**config.mk**
```make
export PLATFORM = sky130hd
export DESIGN_NAME = ascon_perm_sched
export DESIGN_NICKNAME = d
export VERILOG_FILES = /design/src/rtl/ascon_perm_sched.sv
export SDC_FILE = /design/constraint.sdc
export NUM_CORES = 1
export LEC_CHECK = 0
export ABC_AREA = 1
export BUFFER_PORTS_ARGS = -buffer_cell sky130_fd_sc_hd__buf_2
export CAP_MARGIN = 25
export CORE_AREA = 2 2 280 282
export DETAILED_ROUTE_END_ITERATION = 12
export DIE_AREA = 0 0 282 284
export SLEW_MARGIN = 25
export SYNTH_ARGS = -nofsm -noshare
export SYNTH_HDL_FRONTEND = slang
export SYNTH_SLANG_ARGS = --single-unit
```
**constraint.sdc**
```tcl
create_clock -name clk -period 1.8 [get_ports clk]
set_input_delay 0.36 -clock clk [delete_from_list [all_inputs] [get_ports clk]]
set_output_delay 0.36 -clock clk [all_outputs]
set_load 0.005 [all_outputs]
```
**src/rtl/ascon_perm_sched.sv**
```systemverilog
// ---------------------------------------------------------------------------
// ascon_perm_sched
//
// Bus-mapped sequencer for the Ascon 320-bit permutation. It owns the
// 320-bit state, loads it through ten 32-bit word registers, and runs an
// external single-round combinational core once per clock. On each round it
// supplies the matching round-constant index. When the run ends, the result
// stays in the word registers and the done/err status is available to
// firmware.
//
// Register map (bus_addr):
//   0..9  state word k = state[319-32k : 288-32k]; word 0 holds the MSBs.
//         Byte-writable. Reads return the live (possibly intermediate) state.
//   10    CTRL (write only): bit0 start, bits7:4 rounds (0 -> DEF_ROUNDS),
//         bit8 clear done/err (and irq). A clear is applied before a start.
//   11    STATUS (read): bit0 busy, bit1 done, bit2 err, bits7:4 latched rounds.
//   12-15 unmapped: reads return 0, writes are ignored.
//
// Ports:
//   clk, resetn             clock, asynchronous active-low reset
//   bus_we[3:0]             byte write strobes for the addressed register
//   bus_re                  one-cycle read strobe
//   bus_addr[3:0]           register index
//   bus_wdata[31:0]         write data
//   bus_rdata[31:0]         registered read data, valid the cycle after bus_re
//   bus_wait                high in the cycle a read is requested
//   rnd_in[319:0]           state presented to the round core
//   rnd_idx[3:0]            round-constant index for the current round
//   rnd_out[319:0]          round core result (combinational from rnd_in/idx)
//   busy                    permutation in progress
//   done                    result valid; sticky until cleared or restarted
//   irq                     completion interrupt
//
// Optional feature, selected by the macro ASCON_PERM_SCHED_IRQ_EN:
//   defined   - irq rises together with done and stays high until a CTRL clear
//               write or a STATUS read. A STATUS read in the cycle done rises
//               does not clear it.
//   undefined - irq is tied low and STATUS reads have no side effects.
// ---------------------------------------------------------------------------
module ascon_perm_sched #(
  parameter int MAX_ROUNDS = 12,
  parameter int DEF_ROUNDS = 12
) (
  input  logic         clk,
  input  logic         resetn,
  input  logic [3:0]   bus_we,
  input  logic         bus_re,
  input  logic [3:0]   bus_addr,
  input  logic [31:0]  bus_wdata,
  output logic [31:0]  bus_rdata,
  output logic         bus_wait,
  output logic [319:0] rnd_in,
  output logic [3:0]   rnd_idx,
  input  logic [319:0] rnd_out,
  output logic         busy,
  output logic         done,
  output logic         irq
);

  localparam logic [3:0] ADDR_CTRL   = 4'd10;
  localparam logic [3:0] ADDR_STATUS = 4'd11;
  localparam logic [3:0] MAX_R       = 4'(MAX_ROUNDS);
  localparam logic [3:0] DEF_R       = 4'(DEF_ROUNDS);

  typedef enum logic [1:0] {
    S_IDLE = 2'd0,
    S_RUN  = 2'd1,
    S_FIN  = 2'd2
  } fsm_t;

  fsm_t             fsm_q;
  logic [9:0][31:0] st_q;     // st_q[9] is bus word 0 (the MSBs)
  logic [3:0]       cnt_q;
  logic [3:0]       r_lat_q;
  logic             err_q;

  logic        wr_any;
  logic        wr_word;
  logic        wr_ctrl;
  logic [3:0]  widx;
  logic        ctrl_start;
  logic        ctrl_clear;
  logic [3:0]  req_r;
  logic [3:0]  eff_r;
  logic        r_bad;
  logic        start_ok;
  logic        last_round;
  logic [31:0] rd_val;

  assign rnd_in = st_q;

  // Bus decode. CTRL fields are honoured only when their byte lane is strobed.
  assign wr_any     = |bus_we;
  assign wr_word    = wr_any && (bus_addr < 4'd10);
  assign wr_ctrl    = wr_any && (bus_addr == ADDR_CTRL);
  assign widx       = 4'd9 - bus_addr;
  assign ctrl_start = bus_we[0] & bus_wdata[0];
  assign ctrl_clear = bus_we[1] & bus_wdata[8];
  assign req_r      = bus_wdata[7:4];
  assign eff_r      = (req_r == 4'd0) ? DEF_R : req_r;
  assign r_bad      = (eff_r > MAX_R);
  assign start_ok   = wr_ctrl && !busy && ctrl_start && !r_bad;
  assign last_round = (fsm_q == S_RUN) && (cnt_q == 4'd1);

  // The read response is registered, so the bus is held for exactly the
  // request cycle.
  assign bus_wait = bus_re;

  always_comb begin
    rd_val = '0;
    if (bus_addr < 4'd10) begin
      rd_val = st_q[widx];
    end else if (bus_addr == ADDR_STATUS) begin
      rd_val = {24'd0, r_lat_q, 1'b0, err_q, done, busy};
    end
  end

  always_ff @(posedge clk or negedge resetn) begin
    if (!resetn) begin
      bus_rdata <= '0;
    end else if (bus_re) begin
      bus_rdata <= rd_val;
    end
  end

  // Sequencer and register file. busy mirrors the RUN state and is kept as
  // its own register so that it is a clean registered output.
  always_ff @(posedge clk or negedge resetn) begin
    if (!resetn) begin
      fsm_q   <= S_IDLE;
      st_q    <= '0;
      cnt_q   <= '0;
      rnd_idx <= '0;
      r_lat_q <= '0;
      busy    <= 1'b0;
      done    <= 1'b0;
      err_q   <= 1'b0;
    end else begin
      if (busy) begin
        // The running permutation is never disturbed; the attempt is flagged.
        if (wr_word || wr_ctrl) begin
          err_q <= 1'b1;
        end
      end else begin
        if (wr_word) begin
          for (int b = 0; b < 4; b++) begin
            if (bus_we[b]) begin
              st_q[widx][8*b +: 8] <= bus_wdata[8*b +: 8];
            end
          end
        end
        if (wr_ctrl && ctrl_clear) begin
          done  <= 1'b0;
          err_q <= 1'b0;
        end
        // Written after the clear so that an illegal start also sets err
        // when the clear bit is set in the same write.
        if (wr_ctrl && ctrl_start && r_bad) begin
          err_q <= 1'b1;
        end
      end

      unique case (fsm_q)
        S_IDLE, S_FIN: begin
          fsm_q <= S_IDLE;
          if (start_ok) begin
            fsm_q   <= S_RUN;
            busy    <= 1'b1;
            done    <= 1'b0;
            cnt_q   <= eff_r;
            rnd_idx <= MAX_R - eff_r;
            r_lat_q <= eff_r;
          end
        end
        S_RUN: begin
          st_q  <= rnd_out;
          cnt_q <= cnt_q - 4'd1;
          if (cnt_q == 4'd1) begin
            fsm_q <= S_FIN;
            busy  <= 1'b0;
            done  <= 1'b1;
          end else begin
            // The index is held on the last round, so it never passes
            // MAX_ROUNDS-1.
            rnd_idx <= rnd_idx + 4'd1;
          end
        end
        default: begin
          fsm_q <= S_IDLE;
          busy  <= 1'b0;
        end
      endcase
    end
  end

`ifdef ASCON_PERM_SCHED_IRQ_EN
  logic irq_q;

  // Setting has priority. A STATUS read in the FIN cycle, when done has just
  // risen, leaves the interrupt pending.
  always_ff @(posedge clk or negedge resetn) begin
    if (!resetn) begin
      irq_q <= 1'b0;
    end else if (last_round) begin
      irq_q <= 1'b1;
    end else if (wr_ctrl && !busy && ctrl_clear) begin
      irq_q <= 1'b0;
    end else if (bus_re && (bus_addr == ADDR_STATUS) && (fsm_q != S_FIN)) begin
      irq_q <= 1'b0;
    end
  end

  assign irq = irq_q;
`else
  logic unused_last_round;

  assign unused_last_round = last_round;
  assign irq = 1'b0;
`endif

  logic unused_wdata;

  assign unused_wdata = ^{bus_wdata[31:9], bus_wdata[3:1]};

endmodule

```
# == Yosys cells after proc, flatten, opt, wreduce, memory -nomap -nowiden ==
# Index checks and enable logic that the tools add are counted.
# op_classes
add_sub_neg,4
order_cmp,4
n_eq_ne,10
mux,50
bitwise_logic,2
reduce_logical,25
# op_table
op,count
$mux 320,13
$bwmux 320,4
$demux 32 s4,4
$bmux 32 s4,1
$mux 32,3
$mux 24,1
$mux 16,1
$mux 4,4
$mux 8,2
$pmux 4 s2,2
$mux 1,11
$reduce_and 2->1,5
$logic_and 1x1->1,9
$eq 4x4->1 const B,2
$sub 4x4->4 const A,2
$ne 2x1->1 const B,3
$lt 4x5->1 const B,1
$add 4x1->4 const B,1
$eq 4x1->1 const B,1
$ge 4x1->1 const B,1
$gt 4x4->1 const B,1
$logic_not 4->1,1
$lt 4x4->1 const B,1
$ne 2x2->1 const B,2
15 further kinds,19
# totals
register_bits,369
elab_cells,113

# == Logic depth before layout (Yosys ltp) ==
# Gate-level depths: netlist (run 1).
# depth
depth_word,22
depth_mapped,15
mapped_depth_nobuf,11

# == Worst setup path after synthesis (run 1) ==
# No wires, ideal clock.
# synth_path
path_kind,input -> register
startpoint,input bus_addr[1]
endpoint,register st_q (netlist bit rnd_in[112])
setup_ps,127
t_arrival_ps,2149
required_time_ps,1673
setup_slack_ps,-476
cell_stages,15
path_buffers,4
cell_sequence,buf_2 > inv_2 > clkbuf_1 > ha_1 > inv_1 > nand2_1 > nand2_4 > nor2_4 > buf_6 > nand2_2 > nand2_2 > nand2_1 > buf_2 > nand2_1 > o21ai_0
# synth_via
elab_chain_cells,19
word_cells_on_any_way,30
classes_between,add/sub (1); order compare (3); mux (22); reduce/logical (4)
# synth_lines
item,line,rtl
"start, declared",48,"input logic [3:0] bus_addr,"
$sub 4x4->4,96,assign widx = 4'd9 - bus_addr;
$demux 32 s4,148,st_q[widx][8*b +: 8] <= bus_wdata[8*b +: 8];
$bwmux 320,148,
$mux 320,147,if (bus_we[b]) begin
$mux 320,145,if (wr_word) begin
$mux 320,139,if (busy) begin
$bwmux 320,148,
$mux 320,147,
[... 3 more ...],n/a,
$mux 320,147,
$mux 320,145,
$mux 320,139,
$bwmux 320,148,
$mux 320,147,
$mux 320,145,
$mux 320,139,
$mux 320,163,unique case (fsm_q)
"end signal, assigned by index",148,
"end signal, assigned",176,st_q <= rnd_out;
"end, declared",72,logic [9:0][31:0] st_q;
# Parallel ways exist; a longest one is shown, timed or not. The select of a mux whose other input is x is not followed.
# A chain may end at the register's enable or synchronous reset.

# == Final worst setup path (run 1) ==
# layout_path
startpoint,register fsm_q[0]
endpoint,register st_q (netlist bit rnd_in[211])
# layout_via
elab_chain_cells,3
word_cells_on_any_way,5
classes_between,eq/ne (2); mux (1); reduce/logical (2)
# layout_lines
item,line,rtl
"start, declared",71,fsm_t fsm_q;
"start signal, assigned",130,fsm_q <= S_IDLE;
"start signal, assigned",165,fsm_q <= S_IDLE;
"start signal, assigned",167,fsm_q <= S_RUN;
$eq 2x1->1 (*),163,
$ne 2x1->1 (no line) or $reduce_bool 2->1 (tied branches),n/a,
$reduce_and 2->1 (no line),n/a,
# Mark *: on every way between the ends. The rest lies on a longest branch, timed or not.

==> results of run 1 <==
## report_power, final
part	switching [mW]	leakage [nW]	total, mW	internal (mW)
clock	4.05	0.762	9.95	5.91
sequential	3.29	4.91	14.6	11.3
combinational	12.0	10.8	20.5	8.49
## path summary, 6_finish.rpt
kind	to	slack, ns	cells after the start
setup reg to reg	rnd_in[211]$_DFFE_PN0P_	0.02	11
hold reg to reg	bus_rdata[15]$_DFFE_PN0P_	0.47	2
setup / recovery	rnd_in[211]$_DFFE_PN0P_	0.02	11
hold / removal	rnd_in[161]$_DFFE_PN0P_	0.09	5
min in group asynchronous	bus_rdata[14]$_DFFE_PN0P_	0.28	2
max in group asynchronous	rnd_in[2]$_DFFE_PN0P_	0.76	4
## metrics by stage
step / setup TNS [ns] / hold WS, ns / worst slack [ns] / utilization (%)
2_1_floorplan: -6.678 / 0.06441 / -0.08859 / -
3_3_place_gp: -69.43 / 0.2763 / -0.2600 / 38.07
3_5_place_dp: -80.08 / 0.2775 / -0.3272 / 38.07
4_1_cts: -0.00004619 / 0.05757 / -0.00004619 / 40.18
5_1_grt: -0.4960 / 0.1035 / -0.03588 / 40.49
6_report: 0 / 0.08581 / 0.02162 / 40.51
## cell families after synthesis
family / Yosys count / share of synthesized area [%]
flops: 369 / 42.94
other cells: 1 / 0.01744
xor+xnor: 3 / 0.1222
buf+inv: 277 / 5.842
fa+ha+maj: 6 / 0.3491
simple gates: 1978 / 36.45
compound gates: 529 / 14.27
## layout make-up
cell class,count,area (um^2)
fill,8201,45780
multi-input combinational,2517,11250
sequential,369,9234
timing repair buffer,1060,7496
clock buffer,72,1393
tap,1040,1301
inverter,72,282.8
clock inverter,13,193.9
antenna,11,27.53
## routing by layer
layer  vias up  share of wire [%]
met2      1323                 48
met5         -               0.10
li1      12014                  -
met4        18                5.8
met3       323                8.2
met1     12404                 38
## sequential cells by signal, indices dropped and copies added (netlist names)
signal	count
rnd_in	320
bus_rdata	32
cnt_q	4
r_lat_q	4
rnd_idx	4
fsm_q	2
busy	1
done	1
err_q	1
## worst max-delay path: stages (launching register included)
cell	delay, ns
dfrtp_1	0.38
inv_2	0.08
nor2_4	0.06
buf_12	0.14
buf_12	0.14
nor2_4	0.19
buf_6	0.16
nand2_2	0.06
buf_12	0.15
o21ai_2	0.16
nand3_1	0.10
nand2_1	0.07
## synth_stat cells (all sizes together)
master | instances | share of area, %
o31ai | 1 | 0.035
clkinv | 2 | 0.035
xnor2 | 1 | 0.041
ha | 6 | 0.35
nor2 | 187 | 3.4
a31oi | 1 | 0.029
a21boi | 96 | 3.4
xor2 | 2 | 0.081
conb | 1 | 0.017
buf | 128 | 3.2
dfrtp | 369 | 43
nand3 | 263 | 6.2
clkbuf | 77 | 1.4
a21oi | 38 | 0.88
o21a | 62 | 2.2
o21ai | 327 | 7.7
nand2 | 1520 | 27
a31o | 1 | 0.041
a22oi | 1 | 0.035
inv | 70 | 1.2
o211ai | 2 | 0.070
nand4 | 8 | 0.26
## timing repair
action | CTS | global route
gates cloned | 0 | 2
setup buffers | 2 | 4
setup endpoints to repair | 44 | 186
endpoints found under the hold margin | 103 | 0
pin swaps | 0 | 11
gates resized for setup | 5 | 83
hold buffers | 1 | 0
==> flow_summary.json, run 1 <==
{
  "outcome": "completed",
  "cts.path.max_buffers": 3,
  "numCtsBuffers": 47,
  "dp_hpwl_um": 97180,
  "fin_nets": 4436,
  "path_clk_slew_ns": 0.06,
  "syn_to_final_growth_pct": 44.98,
  "place_congestion": 0.9772,
  "power.total_mw": 45.02,
  "grtUsageMet2_pct": 50.00,
  "drv_slew": 0,
  "startpoint": "fsm_q[0]$_DFFE_PN0P_",
  "timing.final.hold_violations": 0,
  "path_class": "reg2reg",
  "layoutNonFillerInstCount": 5154,
  "ys_seq_area_share_pct": 42.94,
  "die_h_um": 284,
  "synthesis.area_um2": 21500,
  "period_needed_ns": 1.778,
  "required_ns": 2.34,
  "clk_latency_ns": 0.60,
  "ant_nets": 0,
  "dr.pass1.iters": 6,
  "port_buffers": 721,
  "avgRoutedWirePerCell_um": 23.96,
  "drive_gt1_share_pct": 29.47,
  "vias": 26082,
  "numPlacedInstances": 5049,
  "die_width_um": 282,
  "postSynthCellCount": 3163,
  "peakVddDrop_uv": 711.4,
  "hp-class": "in2reg",
  "io_pins": 723,
  "worst-path-max-fanout": 10,
  "grt_pass1_vias": 25104,
  "grt_setup_unrepaired": "yes",
  "use_met3_pct": 6.060,
  "cts_root_buf": "clkbuf_16",
  "fin_crit_sh_pct": 98.80,
  "dieArea_um2": 80090,
  "numClockSinks": 369,
  "drc": 0,
  "grt_pass1_wl_um": 173100,
  "globalRouteMet1Util_pct": 35.67,
  "maxCapViolCount": 0,
  "synth_fp_nets": 3532,
  "start_kind": "flip-flop",
  "worst_ep_arrival_time_ns": 2.32,
  "initial_core_util_pct": 27.94,
  "power_density_nw_per_um2": 1444,
  "cts_tree": "built",
  "htreeDepth": 2,
  "ys_ff_latch": 369,
  "fin_area_um2": 31170,
  "grt_usage_pct": 29.64,
  "grt_max_degree": 80,
  "drtIter0Drc": 2373,
  "top_usage_layer": "met2",
  "syn_avg_cell_area_um2": 6.798,
  "antenna_found_initial": 19,
  "yosysUniqueCellTypes": 35,
  "mostFrequentLayoutCell": "nand2_1",
  "layout_common_cells": "nand2_1, buf_2, dfrtp_1",
  "p_leak_nw": 16.47,
  "vias_per_cell": 5.061,
  "hold_start": "rnd_out[161]",
  "crit-reg2reg-launch": "fsm_q[0]$_DFFE_PN0P_",
  "core_area_um2": 76960,
  "ys_warn_count": 0,
  "clock_skew_ns": 0.02206,
  "setup_viol": 0,
  "end_kind": "flip-flop",
  "wl_um": 123500,
  "placed_area_um2": 29300,
  "std_cell_rows": 102,
  "grt_overflow": 0,
  "fmax_mhz": 562.3
}
Note: power is estimated with default switching activity, not from simulation.
==> run 2: changes to the inputs <==
Settings changed: CORE_AREA 2 2 280 282 to 2 2 282 284, DIE_AREA 0 0 282 284 to 0 0 284 286.
==> flow_summary.json, run 2 (same netlist as run 1, synthesis figures left out) <==
{
  "outcome": "completed",
  "grtUsageMet2_pct": 51.13,
  "worst_ep_arrival_time_ns": 2.21,
  "dp_hpwl_um": 99070,
  "clk_latency_ns": 0.60,
  "drc": 0,
  "layoutNonFillerInstCount": 5133,
  "vias_per_cell": 5.057,
  "std_cell_rows": 103,
  "worst-path-max-fanout": 11,
  "htreeDepth": 2,
  "dr.pass1.iters": 5,
  "timing.final.hold_violations": 0,
  "numCtsBuffers": 46,
  "drv_slew": 0,
  "dieArea_um2": 81220,
  "grt_overflow": 0,
  "fin_tns_setup_ns": 0,
  "grt_pass1_wl_um": 176000,
  "finish.utilization_pct": 39.35,
  "mostFrequentLayoutCell": "nand2_1",
  "avgRoutedWirePerCell_um": 24.29,
  "use_met3_pct": 6.005,
  "grt_setup_unrepaired": "yes",
  "largest_reg_flops": 320,
  "path_clk_slew_ns": 0.06,
  "cts.path.max_buffers": 3,
  "grt_pass1_vias": 24989,
  "fin_nets": 4410,
  "clock_skew_ns": 0.02086,
  "cts_root_buf": "clkbuf_16",
  "setup_viol": 0,
  "drive_gt1_share_pct": 28.64,
  "globalRouteMet1Util_pct": 35.48,
  "peakVddDrop_uv": 880.1,
  "initial_core_util_pct": 27.44,
  "cts_tree": "built",
  "hold_ws_ns": 0.09531,
  "grt_usage_pct": 29.67,
  "grt_max_degree": 61,
  "die_h_um": 286,
  "syn_to_final_growth_pct": 43.40,
  "worst_pin_slew_ns": 0.5516,
  "slew_headroom_pct": 63.23,
  "drtIter0Drc": 2454,
  "ant_nets": 0,
  "die_width_um": 284,
  "power_density_nw_per_um2": 1448,
  "maxCapViolCount": 0,
  "n_fill_cell": 8527,
  "place_congestion": 0.9493,
  "power.total_mw": 44.64,
  "layout_common_cells": "nand2_1, buf_2, dfrtp_1",
  "top_usage_layer": "met2",
  "fin_crit_sh_pct": 97.12,
  "vias": 25957,
  "period_needed_ns": 1.748,
  "port_buffers": 721,
  "numPlacedInstances": 5032,
  "p_leak_nw": 16.37,
  "core_area_um2": 78360,
  "path_class": "reg2reg",
  "antenna_found_initial": 19,
  "required_ns": 2.27,
  "start_kind": "flip-flop",
  "hp-class": "in2reg",
  "numClockSinks": 369,
  "end_kind": "flip-flop",
  "io_pins": 723,
  "wl_um": 124700,
  "fmax_mhz": 572.0
}
==> run 2: changes by cell type in the layout (fill, tap and decap cells not counted), moves of 10 or more <==
cell / delta
nand2_2: -12
o21ai_2: -10
buf_4: -17
nand2_1: +10
o21ai_0: +15
buf_12: -17
==> run 2: layout make-up <==
class,instances,area [um^2],share of cell area [%]
Multi-Input combinational cell,2517,11200,36.31
Antenna cell,5,12.51,0.04058
Timing Repair Buffer,1035,7184,23.30
Clock buffer,67,1361,4.415
Inverter,72,289.0,0.9374
Tap cell,1050,1314,4.261
Clock inverter,18,242.7,0.7872
Sequential cell,369,9234,29.95
==> run 2: worst paths after layout <==
kind	from	endpoint	slack (ns)	cells after the start
max in group asynchronous	resetn	rnd_in[64]$_DFFE_PN0P_	0.75	3
worst min register to register	bus_rdata[26]$_DFFE_PN0P_	bus_rdata[26]$_DFFE_PN0P_	0.48	2
min in group asynchronous	resetn	bus_rdata[17]$_DFFE_PN0P_	0.30	2
worst max-delay path	fsm_q[1]$_DFFE_PN0P_	rnd_in[137]$_DFFE_PN0P_	0.05	9
worst min-delay path	rnd_out[110]	rnd_in[110]$_DFFE_PN0P_	0.1	5
worst max register to register	fsm_q[1]$_DFFE_PN0P_	rnd_in[137]$_DFFE_PN0P_	0.05	9
==> run 2: per-stage QoR <==
step                setup WS [ns]  cell area [um^2]
floorplan                -0.08859             21770
global placement          -0.4108             28920
detailed placement        -0.3967             28920
CTS                      0.001187             30620
global route             -0.01345             30830
finish                    0.05187             30830
==> run 2: timing repair <==
item	CTS	global route
endpoints found under the hold margin	22	0
pin swaps	1	3
hold buffers	1	0
endpoints found under the setup margin	318	216
gates cloned	1	3
buffers inserted	4	2
gates resized for setup	10	44
==> run 2: critical path: stages, from the launching register on <==
cell and delay, ns:
dfrtp_1 0.39, nor2_4 0.18, buf_4 0.17, inv_8 0.05, buf_12 0.15, nand2_4 0.23, nand2_1 0.14, buf_4 0.18
nand2_1 0.05, o21ai_0 0.07
==> run 2: report_power, final <==
| part | total (mW) | switching [mW] | internal, mW |
|---|---|---|---|
| registers | 14.7 | 3.44 | 11.3 |
| clock network | 9.97 | 3.99 | 5.98 |
| logic | 20.0 | 11.8 | 8.16 |
==> run 2: metal layers <==
metal / vias up / part of all wire [%] / wire length [um]
li1: 11949 / - / -
met1: 12380 / 38 / 47310
met2: 1332 / 49 / 60610
met3: 284 / 8.1 / 10100
met4: 12 / 5.3 / 6567
met5: - / 0.061 / 76
==> run 3: changes to the inputs <==
Settings changed: BUFFER_PORTS_ARGS -buffer_cell sky130_fd_sc_hd__buf_2 to unset, DONT_BUFFER_PORTS set to 1.
==> flow_summary.json, run 3 (same netlist as run 1, synthesis figures left out) <==
{
  "outcome": "finished, violations left",
  "failed_checks": "negative hold slack",
  "critical_path.slowest_cell": "a21boi_0",
  "syn_to_final_growth_pct": 31.68,
  "drc": 0,
  "grt_pass1_vias": 22850,
  "die_width_um": 284,
  "grt_setup_unrepaired": "yes",
  "place_congestion": 0.9947,
  "drv_slew": 0,
  "grt_usage_pct": 28.48,
  "n_fill_cell": 8364,
  "setup_slack_ns": 0.001601,
  "power_switching_mw": 18.44,
  "end_kind": "flip-flop",
  "clk_latency_ns": 0.61,
  "core_area_um2": 78360,
  "timing.final.hold_violations": 369,
  "std_cell_rows": 103,
  "fmax_mhz": 556.1,
  "port_buffers": 0,
  "vias": 23812,
  "combPwrFrac_pct": 39.1,
  "path_clk_slew_ns": 0.06,
  "cts_root_buf": "clkbuf_16",
  "cpMostUsedCell": "buf_4",
  "fin_nets": 3797,
  "hp-class": "in2async",
  "start_kind": "flip-flop",
  "fin_crit_sh_pct": 99.91,
  "dr.pass1.iters": 6,
  "drtIter0Drc": 1980,
  "numClockSinks": 369,
  "wl_um": 120900,
  "numPlacedInstances": 4318,
  "crit_path_max_incr_delay_ns": 0.41,
  "peakVddDrop_uv": 773.2,
  "cts_tree": "built",
  "layoutNonFillerInstCount": 4521,
  "clock_skew_ns": 0.03132,
  "path_cells": "inv_2 > nor2_4 > buf_12 > buf_4 > buf_4 > nand2_1 > a21boi_0 > o21ai_1",
  "reg2reg_depth": 8,
  "hold_ws_ns": -0.5377,
  "period_needed_ns": 1.798,
  "largest_reg_flops": 320,
  "layout_common_cells": "nand2_1, dfrtp_1, nand3_1",
  "grt_max_degree": 370,
  "grt_pass1_wl_um": 168300,
  "pwr-share-seq_pct": 38.0,
  "crit-reg2reg-launch": "fsm_q[0]$_DFFE_PN0P_",
  "r2r-end": "rnd_in[101]$_DFFE_PN0P_",
  "antenna_found_initial": 14,
  "path_class": "reg2reg",
  "ant_nets": 0,
  "worst_ep_arrival_time_ns": 2.26,
  "grt_overflow": 0,
  "dp_hpwl_um": 92270,
  "power_density_nw_per_um2": 1472,
  "wl_met2_um": 58680,
  "path_buf_inv": 4,
  "vias_per_cell": 5.267,
  "wl_met3_um": 10720,
  "mostFrequentLayoutCell": "nand2_1",
  "io_pins": 723,
  "internal_power_mw": 23.25,
  "maxCapViolCount": 0,
  "setup_viol": 0,
  "drive_gt1_share_pct": 13.17,
  "cp_top_family": "buffers and inverters",
  "highest_layer": "met5",
  "numCtsBuffers": 47,
  "switching_share_pct": 44.24,
  "p_leak_nw": 13.54,
  "rrSetupSlack_ns": 0.002,
  "initial_core_util_pct": 27.44,
  "clkPwrFrac_pct": 22.9,
  "dieArea_um2": 81220,
  "cts.path.max_buffers": 3,
  "pre_cts_ws_ns": -0.2134,
  "slew_headroom_pct": 53.00,
  "met1Wirelength_um": 44890,
  "worst_pin_slew_ns": 0.7049,
  "avgRoutedWirePerCell_um": 26.74,
  "htreeDepth": 2,
  "worst-path-max-fanout": 11,
  "required_ns": 2.26,
  "cts_hold_buf": 102,
  "die_h_um": 286
}
## run 3: cell types whose count changed in the layout (fill, tap and decap cells not counted), moves of 3 or more
cell           change
buf_2            -718
dlygate4sd3_1    +101
buf_12            +14
buf_4              -7
a21boi_1           -5
a21boi_2           +4
bufinv_16          -4
buf_8              -3
clkinv_4           +3
diode_2            +3
## run 3: cell type report
cell class / instances / area [um^2] / area share [%]
antenna: 8 / 20.02 / 0.07070
tap: 1050 / 1314 / 4.640
clock inverter: 16 / 156.4 / 0.5524
inverter: 72 / 282.8 / 0.9987
clock buffer: 68 / 1365 / 4.821
multi-input combinational: 2517 / 11190 / 39.52
sequential: 369 / 9234 / 32.61
timing repair buffer: 421 / 4752 / 16.78
## run 3: through the flow
stage	hold WS (ns)	power [mW]	area [um^2]	TNS (ns)	utilization (%)
CTS	-0.6035	41.30	28110	0	35.88
finish	-0.5377	41.69	28310	0	36.14
global placement	0.07209	31.08	25510	-20.99	32.56
detailed placement	0.07276	31.33	25510	-31.20	32.56
floorplan	0.06441	22.07	21770	-6.678	-
global route	-0.5915	43.93	28300	-0.07390	36.12
## run 3: worst max-delay path by stage
stage | from | end | depth (start not counted)
after floorplan | bus_addr[1] | rnd_in[106]$_DFFE_PN0P_ | 15
after global placement | bus_addr[2] | rnd_in[224]$_DFFE_PN0P_ | 12
after detailed placement | bus_addr[2] | rnd_in[160]$_DFFE_PN0P_ | 11
after CTS | fsm_q[0]$_DFFE_PN0P_ | rnd_in[233]$_DFFE_PN0P_ | 10
after global routing | fsm_q[0]$_DFFE_PN0P_ | rnd_in[73]$_DFFE_PN0P_ | 11
final | fsm_q[0]$_DFFE_PN0P_ | rnd_in[101]$_DFFE_PN0P_ | 8
## run 3: power groups by stage
stage	Combinational [mW]	Sequential, mW	Clock, mW
2_1_floorplan	8.36	13.7	0
3_3_place_gp	15.3	15.8	0
3_5_place_dp	15.5	15.8	0
4_1_cts	15.9	15.7	9.70
5_1_grt	17.9	16.0	10.1
6_report	16.3	15.8	9.54
## run 3: metal layers
| metal | up-vias | track usage [%] |
|---|---|---|
| met5 | - | 0 |
| met4 | 10 | 13.70 |
| met3 | 277 | 7.990 |
| met2 | 1326 | 48.68 |
| met1 | 11468 | 32.87 |
| li1 | 10731 | - |
## run 3: what timing repair did
action                                 in CTS  in global routing
pin swaps                                   1                  2
cloned                                      0                  3
endpoints found under the hold margin     472                369
gates resized for setup                     4                 43
buffers inserted                            5                  1
setup endpoints to repair                 271                236
